==> src/rtl/big_ram_dma_pkg.sv <==
// Shared types and defaults for the big_ram word-copy DMA.
// Defaults track the big_ram geometry.
package big_ram_dma_pkg;
   localparam int AW_DEF = 11;
   localparam int DW_DEF = 32;

   typedef enum logic {
      IDLE = 1'b0,
      RUN  = 1'b1
   } state_e;

   typedef logic [AW_DEF:0] len_t;
endpackage

==> src/rtl/big_ram_dma_if.sv <==
// Command handshake plus two pipelined Wishbone master ports (read, write).
// The master modport is the DMA side; the slave modport is the SoC/memory side.
interface big_ram_dma_if
   import big_ram_dma_pkg::*;
#(
   parameter int AW = AW_DEF,
   parameter int DW = DW_DEF
);
   logic          cmd_valid_i;
   logic          cmd_ready_o;
   logic [AW-1:0] cmd_src_i;
   logic [AW-1:0] cmd_dst_i;
   logic [AW:0]   cmd_len_i;
   logic          busy_o;
   logic          done_o;

   logic          rd_wb_cyc_o;
   logic          rd_wb_stb_o;
   logic          rd_wb_we_o;
   logic [AW-1:0] rd_wb_addr_o;
   logic [3:0]    rd_wb_sel_o;
   logic [DW-1:0] rd_wb_data_o;
   logic          rd_wb_ack_i;
   logic          rd_wb_stall_i;
   logic [DW-1:0] rd_wb_data_i;

   logic          wr_wb_cyc_o;
   logic          wr_wb_stb_o;
   logic          wr_wb_we_o;
   logic [AW-1:0] wr_wb_addr_o;
   logic [3:0]    wr_wb_sel_o;
   logic [DW-1:0] wr_wb_data_o;
   logic          wr_wb_ack_i;
   logic          wr_wb_stall_i;

   modport master (
      input  cmd_valid_i, cmd_src_i, cmd_dst_i, cmd_len_i,
      input  rd_wb_ack_i, rd_wb_stall_i, rd_wb_data_i,
      input  wr_wb_ack_i, wr_wb_stall_i,
      output cmd_ready_o, busy_o, done_o,
      output rd_wb_cyc_o, rd_wb_stb_o, rd_wb_we_o, rd_wb_addr_o, rd_wb_sel_o, rd_wb_data_o,
      output wr_wb_cyc_o, wr_wb_stb_o, wr_wb_we_o, wr_wb_addr_o, wr_wb_sel_o, wr_wb_data_o
   );

   modport slave (
      output cmd_valid_i, cmd_src_i, cmd_dst_i, cmd_len_i,
      output rd_wb_ack_i, rd_wb_stall_i, rd_wb_data_i,
      output wr_wb_ack_i, wr_wb_stall_i,
      input  cmd_ready_o, busy_o, done_o,
      input  rd_wb_cyc_o, rd_wb_stb_o, rd_wb_we_o, rd_wb_addr_o, rd_wb_sel_o, rd_wb_data_o,
      input  wr_wb_cyc_o, wr_wb_stb_o, wr_wb_we_o, wr_wb_addr_o, wr_wb_sel_o, wr_wb_data_o
   );
endinterface

==> src/rtl/big_ram_dma_fifo.sv <==
// Synchronous read-data buffer, DW x DEPTH; head is registered (no push-to-head bypass).
// Push when full and pop when empty are ignored.
module big_ram_dma_fifo
   import big_ram_dma_pkg::*;
#(
   parameter int DW    = DW_DEF,
   parameter int DEPTH = 4
) (
   input  logic                     clk_i,
   input  logic                     rst_ni,
   input  logic                     push_i,
   input  logic [DW-1:0]            push_dat_i,
   input  logic                     pop_i,
   output logic [DW-1:0]            head_dat_o,
   output logic                     empty_o,
   output logic                     full_o,
   output logic [$clog2(DEPTH):0]   count_o
);
   localparam int PW = $clog2(DEPTH);
   localparam int CW = PW + 1;

   logic [DW-1:0] mem_q [DEPTH];
   logic [DW-1:0] mem_d [DEPTH];
   logic [PW-1:0] wr_ptr_q, wr_ptr_d, rd_ptr_q, rd_ptr_d;
   logic [CW-1:0] count_q, count_d;
   logic          do_push, do_pop;

   always_comb begin
      do_push  = push_i && (count_q != CW'(DEPTH));
      do_pop   = pop_i && (count_q != '0);
      mem_d    = mem_q;
      wr_ptr_d = wr_ptr_q;
      rd_ptr_d = rd_ptr_q;
      if (do_push) begin
         mem_d[wr_ptr_q] = push_dat_i;
         wr_ptr_d        = wr_ptr_q + 1'b1;
      end
      if (do_pop) begin
         rd_ptr_d = rd_ptr_q + 1'b1;
      end
      count_d = count_q + CW'(do_push) - CW'(do_pop);
   end

   always_ff @(posedge clk_i or negedge rst_ni) begin
      if (!rst_ni) begin
         mem_q    <= '{default: '0};
         wr_ptr_q <= '0;
         rd_ptr_q <= '0;
         count_q  <= '0;
      end else begin
         mem_q    <= mem_d;
         wr_ptr_q <= wr_ptr_d;
         rd_ptr_q <= rd_ptr_d;
         count_q  <= count_d;
      end
   end

   assign head_dat_o = mem_q[rd_ptr_q];
   assign empty_o    = (count_q == '0);
   assign full_o     = (count_q == CW'(DEPTH));
   assign count_o    = count_q;
endmodule

==> src/rtl/big_ram_dma.sv <==
// Word-copy DMA: pipelined Wishbone reads into a small FIFO, drained by pipelined writes.
// Reads throttle on FIFO occupancy plus reads in flight; first write stb follows the first read ack by >= 1 cycle.
module big_ram_dma
   import big_ram_dma_pkg::*;
#(
   parameter int AW         = AW_DEF,
   parameter int DW         = DW_DEF,
   parameter int FIFO_DEPTH = 4
) (
   input  logic          clk_i,
   input  logic          rst_ni,
   big_ram_dma_if.master bus
);
   localparam int CW = $clog2(FIFO_DEPTH) + 1;

   state_e        state_q, state_d;
   logic [AW-1:0] src_q, src_d, dst_q, dst_d;
   logic [AW:0]   rd_left_q, rd_left_d, rd_ack_left_q, rd_ack_left_d;
   logic [AW:0]   wr_left_q, wr_left_d, wr_ack_left_q, wr_ack_left_d;
   logic [CW-1:0] rd_out_q, rd_out_d;
   logic          done_q, done_d;

   logic [CW-1:0] fifo_count;
   logic [DW-1:0] fifo_head;
   logic          fifo_empty, fifo_full;
   logic          rd_stb, rd_req, rd_ack, wr_stb, wr_req, wr_ack, wr_pending;

   always_comb begin
      // Reserve a FIFO slot for every read in flight so an ack always has room.
      rd_stb     = (state_q == RUN) && (rd_left_q != '0) && !fifo_full &&
                   (({1'b0, fifo_count} + {1'b0, rd_out_q}) < (CW+1)'(FIFO_DEPTH));
      rd_req     = rd_stb && !bus.rd_wb_stall_i;
      rd_ack     = bus.rd_wb_ack_i && (rd_out_q != '0);
      wr_stb     = (state_q == RUN) && !fifo_empty && (wr_left_q != '0);
      wr_req     = wr_stb && !bus.wr_wb_stall_i;
      wr_pending = (wr_ack_left_q != wr_left_q);
      wr_ack     = bus.wr_wb_ack_i && wr_pending;
   end

   always_comb begin
      state_d       = state_q;
      src_d         = src_q;
      dst_d         = dst_q;
      rd_left_d     = rd_left_q;
      rd_ack_left_d = rd_ack_left_q;
      wr_left_d     = wr_left_q;
      wr_ack_left_d = wr_ack_left_q;
      rd_out_d      = rd_out_q;
      done_d        = 1'b0;
      unique case (state_q)
         IDLE: begin
            if (bus.cmd_valid_i) begin
               src_d         = bus.cmd_src_i;
               dst_d         = bus.cmd_dst_i;
               rd_left_d     = bus.cmd_len_i;
               rd_ack_left_d = bus.cmd_len_i;
               wr_left_d     = bus.cmd_len_i;
               wr_ack_left_d = bus.cmd_len_i;
               rd_out_d      = '0;
               if (bus.cmd_len_i == '0) begin
                  done_d = 1'b1;
               end else begin
                  state_d = RUN;
               end
            end
         end
         RUN: begin
            if (rd_req) begin
               src_d     = src_q + 1'b1;
               rd_left_d = rd_left_q - 1'b1;
            end
            rd_out_d = rd_out_q + CW'(rd_req) - CW'(rd_ack);
            if (rd_ack) begin
               rd_ack_left_d = rd_ack_left_q - 1'b1;
            end
            if (wr_req) begin
               dst_d     = dst_q + 1'b1;
               wr_left_d = wr_left_q - 1'b1;
            end
            if (wr_ack) begin
               wr_ack_left_d = wr_ack_left_q - 1'b1;
               if (wr_ack_left_q == (AW+1)'(1)) begin
                  state_d = IDLE;
                  done_d  = 1'b1;
               end
            end
         end
         default: state_d = IDLE;
      endcase
   end

   always_ff @(posedge clk_i or negedge rst_ni) begin
      if (!rst_ni) begin
         state_q       <= IDLE;
         src_q         <= '0;
         dst_q         <= '0;
         rd_left_q     <= '0;
         rd_ack_left_q <= '0;
         wr_left_q     <= '0;
         wr_ack_left_q <= '0;
         rd_out_q      <= '0;
         done_q        <= 1'b0;
      end else begin
         state_q       <= state_d;
         src_q         <= src_d;
         dst_q         <= dst_d;
         rd_left_q     <= rd_left_d;
         rd_ack_left_q <= rd_ack_left_d;
         wr_left_q     <= wr_left_d;
         wr_ack_left_q <= wr_ack_left_d;
         rd_out_q      <= rd_out_d;
         done_q        <= done_d;
      end
   end

   big_ram_dma_fifo #(
      .DW    (DW),
      .DEPTH (FIFO_DEPTH)
   ) u_fifo (
      .clk_i      (clk_i),
      .rst_ni     (rst_ni),
      .push_i     (rd_ack),
      .push_dat_i (bus.rd_wb_data_i),
      .pop_i      (wr_req),
      .head_dat_o (fifo_head),
      .empty_o    (fifo_empty),
      .full_o     (fifo_full),
      .count_o    (fifo_count)
   );

   assign bus.cmd_ready_o  = (state_q == IDLE);
   assign bus.busy_o       = (state_q == RUN);
   assign bus.done_o       = done_q;

   assign bus.rd_wb_cyc_o  = (rd_ack_left_q != '0);
   assign bus.rd_wb_stb_o  = rd_stb;
   assign bus.rd_wb_we_o   = 1'b0;
   assign bus.rd_wb_addr_o = src_q;
   assign bus.rd_wb_sel_o  = 4'hF;
   assign bus.rd_wb_data_o = '0;

   // Write cycle spans from the first stb until every accepted write is acked.
   assign bus.wr_wb_cyc_o  = wr_stb || wr_pending;
   assign bus.wr_wb_stb_o  = wr_stb;
   assign bus.wr_wb_we_o   = wr_stb;
   assign bus.wr_wb_addr_o = dst_q;
   assign bus.wr_wb_sel_o  = 4'hF;
   assign bus.wr_wb_data_o = fifo_head;
endmodule

==> src/flat_wrapper.sv <==
// flat-port wrapper written by rule: the top's interface ports become plain ports
module big_ram_dma_flat import big_ram_dma_pkg::*;
#(
   parameter int AW         = AW_DEF,
   parameter int DW         = DW_DEF,
   parameter int FIFO_DEPTH = 4
)
  (clk_i, rst_ni, bus_cmd_valid_i, bus_cmd_src_i, bus_cmd_dst_i, bus_cmd_len_i, bus_rd_wb_ack_i, bus_rd_wb_stall_i, bus_rd_wb_data_i, bus_wr_wb_ack_i, bus_wr_wb_stall_i, bus_cmd_ready_o, bus_busy_o, bus_done_o, bus_rd_wb_cyc_o, bus_rd_wb_stb_o, bus_rd_wb_we_o, bus_rd_wb_addr_o, bus_rd_wb_sel_o, bus_rd_wb_data_o, bus_wr_wb_cyc_o, bus_wr_wb_stb_o, bus_wr_wb_we_o, bus_wr_wb_addr_o, bus_wr_wb_sel_o, bus_wr_wb_data_o);
  big_ram_dma_if #(.AW(AW), .DW(DW)) bus_i ();
  input  logic clk_i;
  input  logic rst_ni;
  input wire logic [$bits(bus_i.cmd_valid_i)-1:0] bus_cmd_valid_i;
  input wire logic [$bits(bus_i.cmd_src_i)-1:0] bus_cmd_src_i;
  input wire logic [$bits(bus_i.cmd_dst_i)-1:0] bus_cmd_dst_i;
  input wire logic [$bits(bus_i.cmd_len_i)-1:0] bus_cmd_len_i;
  input wire logic [$bits(bus_i.rd_wb_ack_i)-1:0] bus_rd_wb_ack_i;
  input wire logic [$bits(bus_i.rd_wb_stall_i)-1:0] bus_rd_wb_stall_i;
  input wire logic [$bits(bus_i.rd_wb_data_i)-1:0] bus_rd_wb_data_i;
  input wire logic [$bits(bus_i.wr_wb_ack_i)-1:0] bus_wr_wb_ack_i;
  input wire logic [$bits(bus_i.wr_wb_stall_i)-1:0] bus_wr_wb_stall_i;
  output wire logic [$bits(bus_i.cmd_ready_o)-1:0] bus_cmd_ready_o;
  output wire logic [$bits(bus_i.busy_o)-1:0] bus_busy_o;
  output wire logic [$bits(bus_i.done_o)-1:0] bus_done_o;
  output wire logic [$bits(bus_i.rd_wb_cyc_o)-1:0] bus_rd_wb_cyc_o;
  output wire logic [$bits(bus_i.rd_wb_stb_o)-1:0] bus_rd_wb_stb_o;
  output wire logic [$bits(bus_i.rd_wb_we_o)-1:0] bus_rd_wb_we_o;
  output wire logic [$bits(bus_i.rd_wb_addr_o)-1:0] bus_rd_wb_addr_o;
  output wire logic [$bits(bus_i.rd_wb_sel_o)-1:0] bus_rd_wb_sel_o;
  output wire logic [$bits(bus_i.rd_wb_data_o)-1:0] bus_rd_wb_data_o;
  output wire logic [$bits(bus_i.wr_wb_cyc_o)-1:0] bus_wr_wb_cyc_o;
  output wire logic [$bits(bus_i.wr_wb_stb_o)-1:0] bus_wr_wb_stb_o;
  output wire logic [$bits(bus_i.wr_wb_we_o)-1:0] bus_wr_wb_we_o;
  output wire logic [$bits(bus_i.wr_wb_addr_o)-1:0] bus_wr_wb_addr_o;
  output wire logic [$bits(bus_i.wr_wb_sel_o)-1:0] bus_wr_wb_sel_o;
  output wire logic [$bits(bus_i.wr_wb_data_o)-1:0] bus_wr_wb_data_o;
  assign bus_i.cmd_valid_i = bus_cmd_valid_i;
  assign bus_i.cmd_src_i = bus_cmd_src_i;
  assign bus_i.cmd_dst_i = bus_cmd_dst_i;
  assign bus_i.cmd_len_i = bus_cmd_len_i;
  assign bus_i.rd_wb_ack_i = bus_rd_wb_ack_i;
  assign bus_i.rd_wb_stall_i = bus_rd_wb_stall_i;
  assign bus_i.rd_wb_data_i = bus_rd_wb_data_i;
  assign bus_i.wr_wb_ack_i = bus_wr_wb_ack_i;
  assign bus_i.wr_wb_stall_i = bus_wr_wb_stall_i;
  assign bus_cmd_ready_o = bus_i.cmd_ready_o;
  assign bus_busy_o = bus_i.busy_o;
  assign bus_done_o = bus_i.done_o;
  assign bus_rd_wb_cyc_o = bus_i.rd_wb_cyc_o;
  assign bus_rd_wb_stb_o = bus_i.rd_wb_stb_o;
  assign bus_rd_wb_we_o = bus_i.rd_wb_we_o;
  assign bus_rd_wb_addr_o = bus_i.rd_wb_addr_o;
  assign bus_rd_wb_sel_o = bus_i.rd_wb_sel_o;
  assign bus_rd_wb_data_o = bus_i.rd_wb_data_o;
  assign bus_wr_wb_cyc_o = bus_i.wr_wb_cyc_o;
  assign bus_wr_wb_stb_o = bus_i.wr_wb_stb_o;
  assign bus_wr_wb_we_o = bus_i.wr_wb_we_o;
  assign bus_wr_wb_addr_o = bus_i.wr_wb_addr_o;
  assign bus_wr_wb_sel_o = bus_i.wr_wb_sel_o;
  assign bus_wr_wb_data_o = bus_i.wr_wb_data_o;
  big_ram_dma #(.AW(AW), .DW(DW), .FIFO_DEPTH(FIFO_DEPTH)) u_core (.clk_i(clk_i), .rst_ni(rst_ni), .bus(bus_i));
endmodule
==> config.mk <==
export PLATFORM = sky130hd
export DESIGN_NAME = big_ram_dma_flat
export DESIGN_NICKNAME = d
export VERILOG_FILES = /design/src/rtl/big_ram_dma_pkg.sv /design/src/rtl/big_ram_dma_if.sv /design/src/rtl/big_ram_dma_fifo.sv /design/src/rtl/big_ram_dma.sv /design/src/flat_wrapper.sv
export SDC_FILE = /design/constraint.sdc
export NUM_CORES = 1
export LEC_CHECK = 0
export CORE_MARGIN = 4
export CORE_UTILIZATION = 59
export DETAILED_ROUTE_END_ITERATION = 8
export PLACE_DENSITY = 0.86
export SETUP_SLACK_MARGIN = 0.2
export SYNTH_ARGS = -nofsm -noshare
export SYNTH_HDL_FRONTEND = slang
export SYNTH_HIERARCHICAL = 1
export SYNTH_SLANG_ARGS = --single-unit
==> constraint.sdc <==
create_clock -name clk_i -period 7.9 [get_ports clk_i]
set_input_delay 1.185 -clock clk_i [delete_from_list [all_inputs] [get_ports clk_i]]
set_output_delay 1.185 -clock clk_i [all_outputs]
set_load 0.02 [all_outputs]
Word level (Yosys, flattened, before mapping)
Index checks and enable logic that the tools add are counted.
- register bits after elaboration: 210
- output and inout port bits: 103
- word-level logic and storage cells: 106
- bitwise gates (word level): 3
- add/sub/neg operators: 13
- mux-type cells: 33
- equal/unequal tests: 9
- order comparisons: 4
- reduce and logical (&&, ||, !) cells: 28
- operators by type and width (cell ; count):
    $bwmux 128 ; 1
    $mux 32 ; 3
    $pmux 12 s2 ; 4
    $bmux 32 s2 ; 1
    $demux 32 s2 ; 1
    $mux 12 ; 5
    $sub 12x1->12 const B ; 4
    $mux 11 ; 4
    $pmux 11 s2 ; 2
    $reduce_bool 12->1 ; 3
    $add 11x1->11 const B ; 2
    $eq 12x1->1 const B ; 1
    $logic_and 1x1->1 ; 12
    $logic_not 12->1 ; 1
    $ne 12x12->1 ; 1
    $ne 2x2->1 const B ; 5
    $mux 1 ; 8
    $reduce_and 2->1 ; 4
    $add 3x1->3 ; 2
    $ge 3x3->1 const B ; 2
    $not 2->3 ; 2
    $pmux 3 s2 ; 1
    $reduce_bool 3->1 ; 2
    $sub 3x1->3 ; 2
    other kinds (12) ; 17

Depth between registers and ports, before layout
- word-level depth: 8
- mapped depth: 14
- mapped depth without buffers: 14

Cells and area by module
Netlist, hierarchy kept.
- modules (own cells, without submodules) (module ; area an instance (µm²) ; seq. area each (µm²) ; times used ; cells each):
    big_ram_dma_fifo ; 6547.5 ; 3378.2 ; 1 ; 348
    big_ram_dma ; 5082.4 ; 1876.8 ; 1 ; 597

Worst setup path before layout
OpenSTA, ideal clock, no wires.
- kind: input to register
- start point: input port bus_rd_wb_stall_i
- end point: register u_core.rd_out_q[2]
- setup slack: 4.929 ns
- data required time: 7.757 ns
- arrival: 2.828 ns
- stages: 11
- buffers on the path: 0
- cell sequence: nand4b_1 > nor2_1 > inv_2 > ha_1 > inv_1 > ha_1 > inv_1 > fa_1 > xor2_1 > xnor2_1 > o22ai_1
- longest elaborated chain between the ends: 5
- RTL lines (item ; line ; RTL):
    start: declaration ; flat_wrapper.sv:17 ; input wire logic [$bits(bus_i.rd_wb_stall_i)-1:0] bus_rd_wb_stall_i;
    $logic_not 1->1 ; big_ram_dma.sv:32 ; rd_req = rd_stb && !bus.rd_wb_stall_i;
    $logic_and 1x1->1 ; big_ram_dma.sv:32 ;
    $add 3x1->3 ; big_ram_dma.sv:72 ; rd_out_d = rd_out_q + CW'(rd_req) - CW'(rd_ack);
    $sub 3x1->3 ; big_ram_dma.sv:72 ;
    $pmux 3 s2 ; big_ram_dma.sv:50 ; unique case (state_q)
    end signal: assignment ; big_ram_dma.sv:111 ; rd_out_q <= rd_out_d;
    end: declaration ; big_ram_dma.sv:20 ; logic [CW-1:0] rd_out_q, rd_out_d;
No other way between the ends.
A chain may end at the register's enable or synchronous reset.

Worst setup path in the final report
- start point: register u_core.rd_ack_left_q[6]
- end point: output port bus_rd_wb_cyc_o
- longest elaborated chain between the ends: 1
- RTL lines (item ; line ; RTL):
    start: declaration ; big_ram_dma.sv:18 ; logic [AW:0] rd_left_q, rd_left_d, rd_ack_left_q, rd_ack_left_d;
    start signal: assignment ; big_ram_dma.sv:108 ; rd_ack_left_q <= rd_ack_left_d;
    $reduce_bool 12->1 ; big_ram_dma.sv:135 ; assign bus.rd_wb_cyc_o = (rd_ack_left_q != '0);
    end: declaration ; flat_wrapper.sv:24 ; output wire logic [$bits(bus_i.rd_wb_cyc_o)-1:0] bus_rd_wb_cyc_o;
No other way between the ends.

==> results.json <==
{
  "outcome": "complete, no violations",
  "p_comb_share_pct": 46.6,
  "synth_mux_area_share_pct": 23.78,
  "cts_sinks": 210,
  "min_to": "u_core/u_fifo/mem_q[84]",
  "htree_levels": 1,
  "synth_top_family_by_area": "multiplexers",
  "synth-seq-cells": 210,
  "syn_area_per_cell_um2": 12.31,
  "cts.repair.resized": 0,
  "worstSkewPairLatency_ps": 500,
  "maxSlewViolCount": 0,
  "post_cts_buffers": 0,
  "finalSetupTns_ps": 0,
  "worstSetupPathType": "reg2out",
  "track_usage_pct": 24.40,
  "r2r-end": "u_core/rd_out_q[2]",
  "hold_depth": 1,
  "detail_route.wl_per_cell_um": 20.18,
  "fmax_mhz": 246.0,
  "dp_cells": 1300,
  "powerDensity_mw_per_mm2": 423.1,
  "synth-adder-area-share_pct": 2.281,
  "yosysMostFrequentCell": "dfrtp_1",
  "synth_xor_area_share_pct": 2.937,
  "max-cap-violations": 0,
  "vias": 7986,
  "finalHoldViolations": 0,
  "netSwitchingFraction_pct": 35.17,
  "holdBufCountCts": 0,
  "synth_ff_type": "dfrtp_1",
  "setup_viol": 0,
  "synth.top_cells.by_count": "210 x dfrtp_1, 120 x mux2_4, 64 x nand2_1",
  "layout.cells.non_filler": 1339,
  "nets": 1153,
  "numCtsBuffers": 23,
  "portBuffers": 134,
  "grt_antenna_before_repair": 0,
  "grt-ovfl-total": 0,
  "dp_hpwl_um": 17540,
  "highest_layer": "met4",
  "slew_headroom_pct": 23.36,
  "seq_power_share_pct": 35.0,
  "hp-start": "u_core/u_fifo/mem_q[84]",
  "synth_area_mm2": 0.01163,
  "period_minus_slack_ps": 4065,
  "post-route-period-util_pct": 51.46,
  "yosys-top-cells-area": "dfrtp_1 45%, mux2_4 15%, mux4_2 6.2%",
  "drt_iter0_markers": 739,
  "num_antenna_cells": 0,
  "cts_tree": "done",
  "crit_arrival_ps": 2880,
  "clock_skew_ps": 9.132,
  "p_int_mw": 3.713,
  "hp-class": "reg2reg",
  "netlist_instances": 945,
  "postRouteAntennaNets": 0,
  "ys_async_sr_fraction_pct": 100.0,
  "worstRegToRegCells": 13,
  "place_congestion": 0.9117,
  "grt_pass1_wl_um": 43590,
  "met2_length_um": 12810,
  "crit_fanout": 3,
  "core_area_mm2": 0.01940,
  "die_x_um": 148.4,
  "clk_path_buf_depth": 3,
  "seq_area_frac_synth_pct": 45.19,
  "synth_edf_count": 0,
  "io_pins": 176,
  "grt_pass1_vias": 8127,
  "cts_root_buf": "clkbuf_16",
  "drt-vias-per-instance": 5.964,
  "initial_core_util_pct": 59.95,
  "dieHeight_um": 148.4,
  "wl_met1_um": 11620,
  "power_leakage_nw": 5.772,
  "wirelength_um": 27020,
  "wl_met3_um": 2028,
  "r2r_start": "u_core/u_fifo/count_o[2]",
  "area_growth_pct": 16.41,
  "nFillCells": 1383,
  "worst_hold_slack_ps": 504.8,
  "drcViolationCount": 0,
  "power_frac_clock_pct": 18.4,
  "final_core_util_pct": 69.79,
  "synth_compound_area_share_pct": 8.467,
  "tightest_slew_ps": 1138,
  "path_clk_slew_ps": 60,
  "drt-pass1-iter-count": 5,
  "yosysTopAreaCell": "dfrtp_1",
  "p_switching_mw": 2.015,
  "startpoint_type": "register",
  "cp.required_ps": 6710,
  "drive_gt1_share_pct": 21.32,
  "ys_types": 68,
  "grt_max_degree": 78,
  "yosysWarnings": 6,
  "synthSimpleGateAreaFrac_pct": 9.844,
  "synthDominantCellAreaShare_pct": 45.19,
  "end_kind": "output pin",
  "dieArea_mm2": 0.02202,
  "rsz0062_at_grt": "false",
  "peakVddDrop_mv": 0.1956,
  "rows": 51,
  "r2r_setup_slack_ps": 4230
}
==> cells in the final DEF, fill, tap and decap left out, types with 9 or more instances in the layout <==
cell	instances
a21oi_1	30
buf_4	13
clkbuf_16	23
clkdlybuf4s50_1	133
conb_1	41
dfrtp_1	208
ha_1	18
inv_1	25
mux2_2	10
mux2_4	120
mux2i_1	13
mux4_2	32
nand2_1	64
nand3_1	26
nor2_1	34
nor3_1	19
nor4_1	15
o211ai_1	15
o21ai_0	42
o22ai_1	13
or3_1	9
xnor2_1	15
xor2_1	24
==> cell type report <==
class | count | area [µm²] | area share (%)
Multi-Input combinational cell | 650 | 5663 | 41.83
Timing Repair Buffer | 147 | 1443 | 10.66
Clock inverter | 6 | 95.09 | 0.7024
Sequential cell | 210 | 5258 | 38.84
Inverter | 28 | 105.1 | 0.7763
Tap cell | 265 | 331.6 | 2.449
Clock buffer | 33 | 643.1 | 4.750
==> registers in the layout (all words and copies together), names as in the netlist <==
register,count
u_core/bus.busy_o,1
u_core/bus.done_o,1
u_core/bus.rd_wb_addr_o,11
u_core/bus.wr_wb_addr_o,11
u_core/rd_ack_left_q,12
u_core/rd_left_q,12
u_core/rd_out_q,3
u_core/u_fifo/count_o,3
u_core/u_fifo/mem_q,128
u_core/u_fifo/rd_ptr_q,2
u_core/u_fifo/wr_ptr_q,2
u_core/wr_ack_left_q,12
u_core/wr_left_q,12
==> worst max-delay path by stage <==
stage / from / to / slack [ps]
after detailed placement: bus_rd_wb_stall_i / u_core/rd_out_q[2] / 3830
after floorplan: bus_rd_wb_stall_i / u_core/rd_out_q[2] / 4930
after global routing: u_core/rd_ack_left_q[4] / bus_rd_wb_cyc_o / 3730
final: u_core/rd_ack_left_q[6] / bus_rd_wb_cyc_o / 3830
after CTS: u_core/rd_ack_left_q[4] / bus_rd_wb_cyc_o / 3860
after global placement: bus_rd_wb_stall_i / u_core/rd_out_q[2] / 3990
==> power by group through the flow <==
stage                     logic [mW]  clock network (mW)  registers (mW)
after floorplan                 2.02                   0            1.87
final                           2.67                1.06            2.00
after CTS                       2.67                1.07            2.00
after global routing            2.86                1.12            2.07
after global placement          2.57                   0            1.97
after detailed placement        2.64                   0            2.00
==> worst max-delay path, stage by stage, from the launching register on <==
cell and delay, ps:
dfrtp_1 420, or4_1 570, or3_1 370, nor3_1 230, nand3b_1 200, clkdlybuf4s50_1 580
==> metal layers <==
| layer | vias up | GRT usage [%] |
|---|---|---|
| li1 | 3583 | - |
| met4 | 0 | 6.374 |
| met2 | 370 | 39.28 |
| met5 | - | 0 |
| met1 | 3973 | 34.88 |
| met3 | 60 | 4.205 |
==> stage by stage <==
stage                     area (µm²)  power [mW]  worst slack (ps)
after floorplan                11780       3.892              4929
after global placement         12800       4.536              3989
after detailed placement       12800       4.642              3829
after CTS                      13540       5.743              3857
after global routing           13540       6.053              3733
final                          13540       5.727              3835
==> cell families (layout without fill, tap and decap cells) <==
group / Yosys count / count (layout)
fa+ha+maj: 20 / 20
flops: 210 / 210
other cells: 2 / 41
mux: 175 / 175
compound gates: 153 / 153
xor+xnor: 39 / 39
simple gates: 222 / 222
buf+inv: 124 / 214
Power figures use the tool's default switching activity.
